`config.mk`:
```
export PLATFORM = sky130hd
export DESIGN_NAME = muldiv_unit
export DESIGN_NICKNAME = d
export VERILOG_FILES = /design/src/rtl/muldiv_pkg.sv /design/src/rtl/muldiv_step.sv /design/src/rtl/muldiv_unit.sv
export SDC_FILE = /design/constraint.sdc
export NUM_CORES = 1
export LEC_CHECK = 0
export CAP_MARGIN = 20
export CELL_PAD_IN_SITES_DETAIL_PLACEMENT = 1
export CELL_PAD_IN_SITES_GLOBAL_PLACEMENT = 1
export CORE_ASPECT_RATIO = 0.75
export CORE_UTILIZATION = 28
export DETAILED_ROUTE_END_ITERATION = 10
export DONT_BUFFER_PORTS = 1
export PLACE_DENSITY = 0.49
export SETUP_SLACK_MARGIN = 0.15
export SYNTH_ARGS = -nofsm -noshare
export SYNTH_HDL_FRONTEND = slang
export SYNTH_SLANG_ARGS = --single-unit
```
`constraint.sdc`:
```
create_clock -name i_clk -period 10.03 [get_ports i_clk]
set_clock_uncertainty 0.15 [all_clocks]
set_input_delay 0 -clock i_clk [delete_from_list [all_inputs] [get_ports i_clk]]
set_output_delay 0 -clock i_clk [all_outputs]
set_load 0.005 [all_outputs]
```
`src/rtl/muldiv_pkg.sv`:
```
// Shared encodings for the multiply/divide sequencer: op codes, FSM states
// and the iteration-counter width helper.
package muldiv_pkg;

    localparam logic [2:0] MD_MULT  = 3'd0;
    localparam logic [2:0] MD_MULTU = 3'd1;
    localparam logic [2:0] MD_DIV   = 3'd2;
    localparam logic [2:0] MD_DIVU  = 3'd3;
    localparam logic [2:0] MD_MTHI  = 3'd4;
    localparam logic [2:0] MD_MTLO  = 3'd5;

    typedef enum logic [1:0] {
        IDLE,
        MUL,
        DIV,
        FIX
    } md_state_e;

    function automatic int md_cnt_w(input int width);
        return (width > 1) ? $clog2(width) : 1;
    endfunction

endpackage

```
`src/rtl/muldiv_step.sv`:
```
// One radix-2 iteration: shift-add multiply step or restoring-divide step on
// the 2*WIDTH accumulator. In divide mode the quotient bit is returned on q_o
// and the accumulator LSB is left 0 for the caller to fill.
module muldiv_step #(
    parameter int WIDTH = 32
) (
    input  logic [2*WIDTH-1:0] acc_i,
    input  logic [WIDTH-1:0]   opnd_i,
    input  logic               div_i,
    output logic [2*WIDTH-1:0] acc_o,
    output logic               q_o
);

    logic [WIDTH:0]   sum;
    logic [WIDTH:0]   rem_sh;
    logic [WIDTH-1:0] trial;
    logic             ge;

    always_comb begin
        sum    = {1'b0, acc_i[2*WIDTH-1:WIDTH]} + (acc_i[0] ? {1'b0, opnd_i} : '0);
        // Remainder shifted left by one; the extra top bit matters only for the compare.
        rem_sh = acc_i[2*WIDTH-1:WIDTH-1];
        ge     = rem_sh >= {1'b0, opnd_i};
        trial  = rem_sh[WIDTH-1:0] - opnd_i;
        if (div_i) begin
            acc_o = {(ge ? trial : rem_sh[WIDTH-1:0]), acc_i[WIDTH-2:0], 1'b0};
            q_o   = ge;
        end else begin
            acc_o = {sum, acc_i[WIDTH-1:1]};
            q_o   = 1'b0;
        end
    end

endmodule

```
`src/rtl/muldiv_unit.sv`:
```
// Multi-cycle MULT/MULTU/DIV/DIVU sequencer owning HI/LO. Operands are held
// as magnitudes; sign correction is applied once in FIX before writeback.
module muldiv_unit
    import muldiv_pkg::*;
#(
    parameter int WIDTH  = 32,
    parameter bit DIV_EN = 1'b1
) (
    input  logic             i_clk,
    input  logic             i_rst,
    input  logic             i_start,
    input  logic [2:0]       i_op,
    input  logic [WIDTH-1:0] i_a,
    input  logic [WIDTH-1:0] i_b,
    input  logic             i_read_hilo,
    input  logic             i_flush,
    output logic             o_busy,
    output logic             o_stall,
    output logic             o_done,
    output logic             o_div_zero,
    output logic [WIDTH-1:0] o_HI,
    output logic [WIDTH-1:0] o_LO
);

    localparam int CW = md_cnt_w(WIDTH);
    localparam int W2 = 2 * WIDTH;

    md_state_e        state_q, state_d;
    logic [CW-1:0]    cnt_q, cnt_d;
    logic [W2-1:0]    acc_q, acc_d;
    logic [WIDTH-1:0] opnd_q, opnd_d;
    logic             negq_q, negq_d;
    logic             negr_q, negr_d;
    logic             isdiv_q, isdiv_d;
    logic             dz_q, dz_d;
    logic [WIDTH-1:0] hi_q, hi_d, lo_q, lo_d;
    logic             done_q, done_d;
    logic             dzo_q, dzo_d;

    logic             signed_op, a_neg, b_neg;
    logic [WIDTH-1:0] a_mag, b_mag;
    logic [W2-1:0]    step_acc, prod_fix;
    logic             step_q;
    logic [WIDTH-1:0] quo_fix, rem_fix;

    assign signed_op = (i_op == MD_MULT) || (i_op == MD_DIV);
    assign a_neg     = signed_op && i_a[WIDTH-1];
    assign b_neg     = signed_op && i_b[WIDTH-1];
    // Most-negative input maps to 2^(WIDTH-1), which still fits unsigned.
    assign a_mag     = a_neg ? -i_a : i_a;
    assign b_mag     = b_neg ? -i_b : i_b;

    muldiv_step #(.WIDTH(WIDTH)) u_step (
        .acc_i  (acc_q),
        .opnd_i (opnd_q),
        .div_i  (isdiv_q),
        .acc_o  (step_acc),
        .q_o    (step_q)
    );

    assign prod_fix = negq_q ? -acc_q : acc_q;
    assign quo_fix  = negq_q ? -acc_q[WIDTH-1:0] : acc_q[WIDTH-1:0];
    assign rem_fix  = negr_q ? -acc_q[W2-1:WIDTH] : acc_q[W2-1:WIDTH];

    always_comb begin
        state_d = state_q;
        cnt_d   = cnt_q;
        acc_d   = acc_q;
        opnd_d  = opnd_q;
        negq_d  = negq_q;
        negr_d  = negr_q;
        isdiv_d = isdiv_q;
        dz_d    = dz_q;
        hi_d    = hi_q;
        lo_d    = lo_q;
        done_d  = 1'b0;
        dzo_d   = 1'b0;
        case (state_q)
            IDLE: if (i_start && !i_flush) begin
                case (i_op)
                    MD_MTHI: hi_d = i_a;
                    MD_MTLO: lo_d = i_a;
                    MD_MULT, MD_MULTU: begin
                        state_d = MUL;
                        cnt_d   = CW'(WIDTH - 1);
                        acc_d   = {{WIDTH{1'b0}}, b_mag};
                        opnd_d  = a_mag;
                        negq_d  = a_neg ^ b_neg;
                        negr_d  = 1'b0;
                        isdiv_d = 1'b0;
                        dz_d    = 1'b0;
                    end
                    MD_DIV, MD_DIVU: if (DIV_EN) begin
                        cnt_d   = CW'(WIDTH - 1);
                        opnd_d  = b_mag;
                        negq_d  = a_neg ^ b_neg;
                        negr_d  = a_neg;
                        isdiv_d = 1'b1;
                        // Divide by zero skips iterating; FIX writes acc_q raw.
                        if (i_b == '0) begin
                            state_d = FIX;
                            dz_d    = 1'b1;
                            acc_d   = {i_a, {WIDTH{1'b1}}};
                        end else begin
                            state_d = DIV;
                            dz_d    = 1'b0;
                            acc_d   = {{WIDTH{1'b0}}, a_mag};
                        end
                    end
                    default: ;
                endcase
            end
            MUL, DIV: begin
                if (i_flush) begin
                    state_d = IDLE;
                end else begin
                    acc_d = step_acc | W2'(step_q);
                    if (cnt_q == '0) state_d = FIX;
                    else             cnt_d   = cnt_q - 1'b1;
                end
            end
            FIX: begin
                state_d = IDLE;
                if (!i_flush) begin
                    done_d = 1'b1;
                    dzo_d  = dz_q;
                    if (dz_q)         {hi_d, lo_d} = acc_q;
                    else if (isdiv_q) begin
                        hi_d = rem_fix;
                        lo_d = quo_fix;
                    end
                    else              {hi_d, lo_d} = prod_fix;
                end
            end
            default: state_d = IDLE;
        endcase
    end

    always_ff @(posedge i_clk) begin
        if (i_rst) begin
            state_q <= IDLE;
            cnt_q   <= '0;
            acc_q   <= '0;
            opnd_q  <= '0;
            negq_q  <= 1'b0;
            negr_q  <= 1'b0;
            isdiv_q <= 1'b0;
            dz_q    <= 1'b0;
            hi_q    <= '0;
            lo_q    <= '0;
            done_q  <= 1'b0;
            dzo_q   <= 1'b0;
        end else begin
            state_q <= state_d;
            cnt_q   <= cnt_d;
            acc_q   <= acc_d;
            opnd_q  <= opnd_d;
            negq_q  <= negq_d;
            negr_q  <= negr_d;
            isdiv_q <= isdiv_d;
            dz_q    <= dz_d;
            hi_q    <= hi_d;
            lo_q    <= lo_d;
            done_q  <= done_d;
            dzo_q   <= dzo_d;
        end
    end

    assign o_busy     = (state_q != IDLE);
    assign o_stall    = (i_read_hilo || i_start) && o_busy;
    assign o_done     = done_q;
    assign o_div_zero = dzo_q;
    assign o_HI       = hi_q;
    assign o_LO       = lo_q;

endmodule

```
==> results.sh <==
export IMPL_status="complete, no violations"
export IMPL_p_total_uw=3352
export IMPL_clk_pin_slew_worst_paths_ps=80
export IMPL_antenna_found_initial=5
export IMPL_slew_headroom_pct=32.06
export IMPL_finalCritPeriodShare_pct=48.37
export IMPL_worstSetupEndpointType="register"
export IMPL_die_area_mm2=0.05450
export IMPL_crit_fanout=7
export IMPL_grt_ovfl_total=0
export IMPL_cts_buffers=17
export IMPL_start_util_pct=28.31
export IMPL_ant_nets=0
export IMPL_drt_iter0_drc=1551
export IMPL_htree_levels=4
export IMPL_ir_drop_v=0.0001134
export IMPL_clock_sinks=173
export IMPL_synthesis_nets=2188
export IMPL_layout_nets=2181
export IMPL_powerDensity_mw_per_mm2=197.0
export IMPL_fmax_mhz=206.1
export IMPL_finalHoldViolations=0
export IMPL_fin_cells=2762
export IMPL_worst_ep_arrival_time_ps=5120
export IMPL_synthArstFlopShare_pct=0
export IMPL_worstSkewPairLatency_ps=480
export IMPL_grt_max_degree=172
export IMPL_multi_input_area_mm2=0.01075
export IMPL_placementRows=73
export IMPL_synth_area_per_cell_um2=7.345
export IMPL_critical_path_required_ps=10300
export IMPL_die_w_um=269.2
export IMPL_tightest_slew_ps=1018
export IMPL_first_global_vias=15770
export IMPL_syn_inst=2042
export IMPL_fin_setup_tns_ps=0
export IMPL_yosysWarnings=0
export IMPL_coreArea_mm2=0.05298
export IMPL_synth_ff_type="dfxtp_1"
export IMPL_grt_first_pass_wirelength_mm=113.4
export IMPL_wl_per_cell_um=28.46
export IMPL_cts_tree="done"
export IMPL_grt_setup_unrepaired="no"
export IMPL_synth_seq_cells=173
export IMPL_hold_path_class="input pin to register"
export IMPL_wirelength_mm=78.60
export IMPL_ios=140
export IMPL_dp_slack_ps=5462
export IMPL_finalSetupViolCount=0
export IMPL_synth_distinct_cells=83
export IMPL_fill_cells=6500
export IMPL_setup_slack_ps=5178
export IMPL_drt_vias_per_instance=5.954
export IMPL_p_leak_uw=0.006290
export IMPL_cts_buffer_depth=2
export IMPL_die_y_um=202.4
export IMPL_globalplace_congestion=0.9207
export IMPL_netlist_area_mm2=0.01500
export IMPL_root_buffer="clkbuf_16"
export IMPL_syn_to_final_growth_pct=13.44
export IMPL_drt_pass1_iter_count=6
export IMPL_port_buffers=0
export IMPL_start_kind="register"
export IMPL_route_detailed_drc=0
export IMPL_vias=16440
export IMPL_crit_type="register to register"
export IMPL_grt_util_all_layers_pct=28.22
export IMPL_drive_gt1_share_pct=5.618
export IMPL_drv_cap=0
export IMPL_yosysSeqAreaShare_pct=23.09
export IMPL_synth_edf_count=0
export IMPL_ff_latch_area_mm2=0.003465
export IMPL_post_cts_repair_setup_buffers=0
export IMPL_drv_slew=0
export IMPL_place_inst=2640
export IMPL_dpl_hpwl_mm=57.92
export IMPL_final_min_clock_period_ps=4852
-- final timing paths --
path | start | to | slack (ps) | depth (start not counted)
setup reg to reg | acc_q[2] | o_HI[17] | 5180 | 11
hold / removal | i_b[21] | opnd_q[23] | 10 | 6
hold reg to reg | opnd_q[1] | opnd_q[1] | 310 | 2
setup / recovery | acc_q[2] | o_HI[17] | 5180 | 11
-- cells by family after synthesis --
group	after synthesis	synth area share, %
flip-flops	173	23.09
AND/OR/NAND/NOR	659	20.75
multiplexers	57	3.921
XOR/XNOR	171	9.986
adder cells (fa/ha/maj)	74	6.273
AO/OA/AOI/OAI	701	30.51
buffers and inverters	207	5.473
-- layout by cell type, fill, tap and decap left out, types with 17 or more instances in the layout --
cell type,n
a211oi_1,92
o21ai_0,119
nor3_1,47
nand3_1,29
mux2i_1,43
a31oi_1,17
or3_1,21
buf_4,21
nand2b_1,19
a222oi_1,17
xnor2_1,97
a21o_1,34
o31ai_1,23
xor2_1,74
dlygate4sd3_1,87
inv_1,71
a221oi_1,17
nor2_1,285
clkbuf_16,17
ha_1,70
dfxtp_1,172
nor4_1,17
nand2_1,137
a21oi_1,222
-- sequential cells by signal, indices dropped and copies added (netlist names) --
signal and cells:
isdiv_q 1, cnt_q 5, dz_q 1, o_done 1, negq_q 1, o_LO 32
negr_q 1, o_HI 32, acc_q 64, state_q 2, o_div_zero 1, opnd_q 32
-- synthesized netlist by cell type (all sizes together), types with 16 or more instances --
| cell | count | area [um^2] |
|---|---|---|
| nor2 | 288 | 1084 |
| a21oi | 225 | 1141 |
| dfxtp | 173 | 3463 |
| nand2 | 140 | 530.5 |
| o21ai | 128 | 644.4 |
| clkbuf | 109 | 409.1 |
| xnor2 | 97 | 849.6 |
| a211oi | 93 | 703.2 |
| xor2 | 74 | 648.1 |
| ha | 72 | 900.9 |
| inv | 71 | 266.5 |
| nor3 | 49 | 255.3 |
| mux2i | 43 | 430.4 |
| a21o | 35 | 262.8 |
| nand3 | 29 | 145.1 |
| buf | 27 | 145.1 |
| o31ai | 23 | 172.7 |
| or3 | 23 | 153.9 |
| nor4 | 22 | 195.2 |
| nand2b | 19 | 118.9 |
| a221oi | 17 | 148.9 |
| a222oi | 17 | 170.2 |
| a31oi | 17 | 106.4 |
| a22oi | 16 | 120.1 |
| and2 | 16 | 100.1 |
| o211ai | 16 | 120.1 |
| o22a | 16 | 140.1 |
| o22ai | 16 | 100.1 |
-- final cells by class --
class                           instances  area share (%)
Tap cell                              712           5.236
Sequential cell                       173           20.36
Timing Repair Buffer                  110           6.266
Clock inverter                         13          0.7354
Clock buffer                           18           2.581
Multi-Input combinational cell       1662           63.21
Inverter                               71           1.566
Antenna cell                            3         0.04412
-- report_power, final --
group	switching, uW	internal, uW
Sequential	139	759
Clock	360	334
Combinational	1150	614
Total	1650	1710
-- metrics by stage --
stage | hold slack (ps) | util, % | cell area (um^2)
floorplan | -33.16 | - | 15000
finish | 9.885 | 32.12 | 17010
detailed placement | -56.76 | 29.34 | 15540
CTS | 3.589 | 32.10 | 17010
global route | 38.49 | 32.11 | 17010
global placement | -62.25 | 29.32 | 15530
-- routing by layer --
metal / vias up / wire (um) / track usage, %
met5: - / 0 / 0
met4: 0 / 1011 / 5.143
met3: 53 / 6203 / 6.083
met2: 601 / 31470 / 39.87
met1: 8328 / 39910 / 43.12
li1: 7462 / - / -
-- what timing repair did --
action / CTS / global route
resized for setup: 0 / 0
endpoints found under the setup margin: 0 / 0
endpoints found under the hold margin: 174 / 0
hold buffers: 88 / 0
-- critical path: stages (launching register included) --
cell	delay, ps
dfxtp_1	390
or3_1	460
nor4_1	660
nand4_2	430
o41ai_2	730
nor2_1	230
nor2b_2	330
a21oi_1	140
xor2_1	410
nand3_1	130
a21oi_1	180
dlygate4sd3_1	560
(Power assumes the default switching activity.)
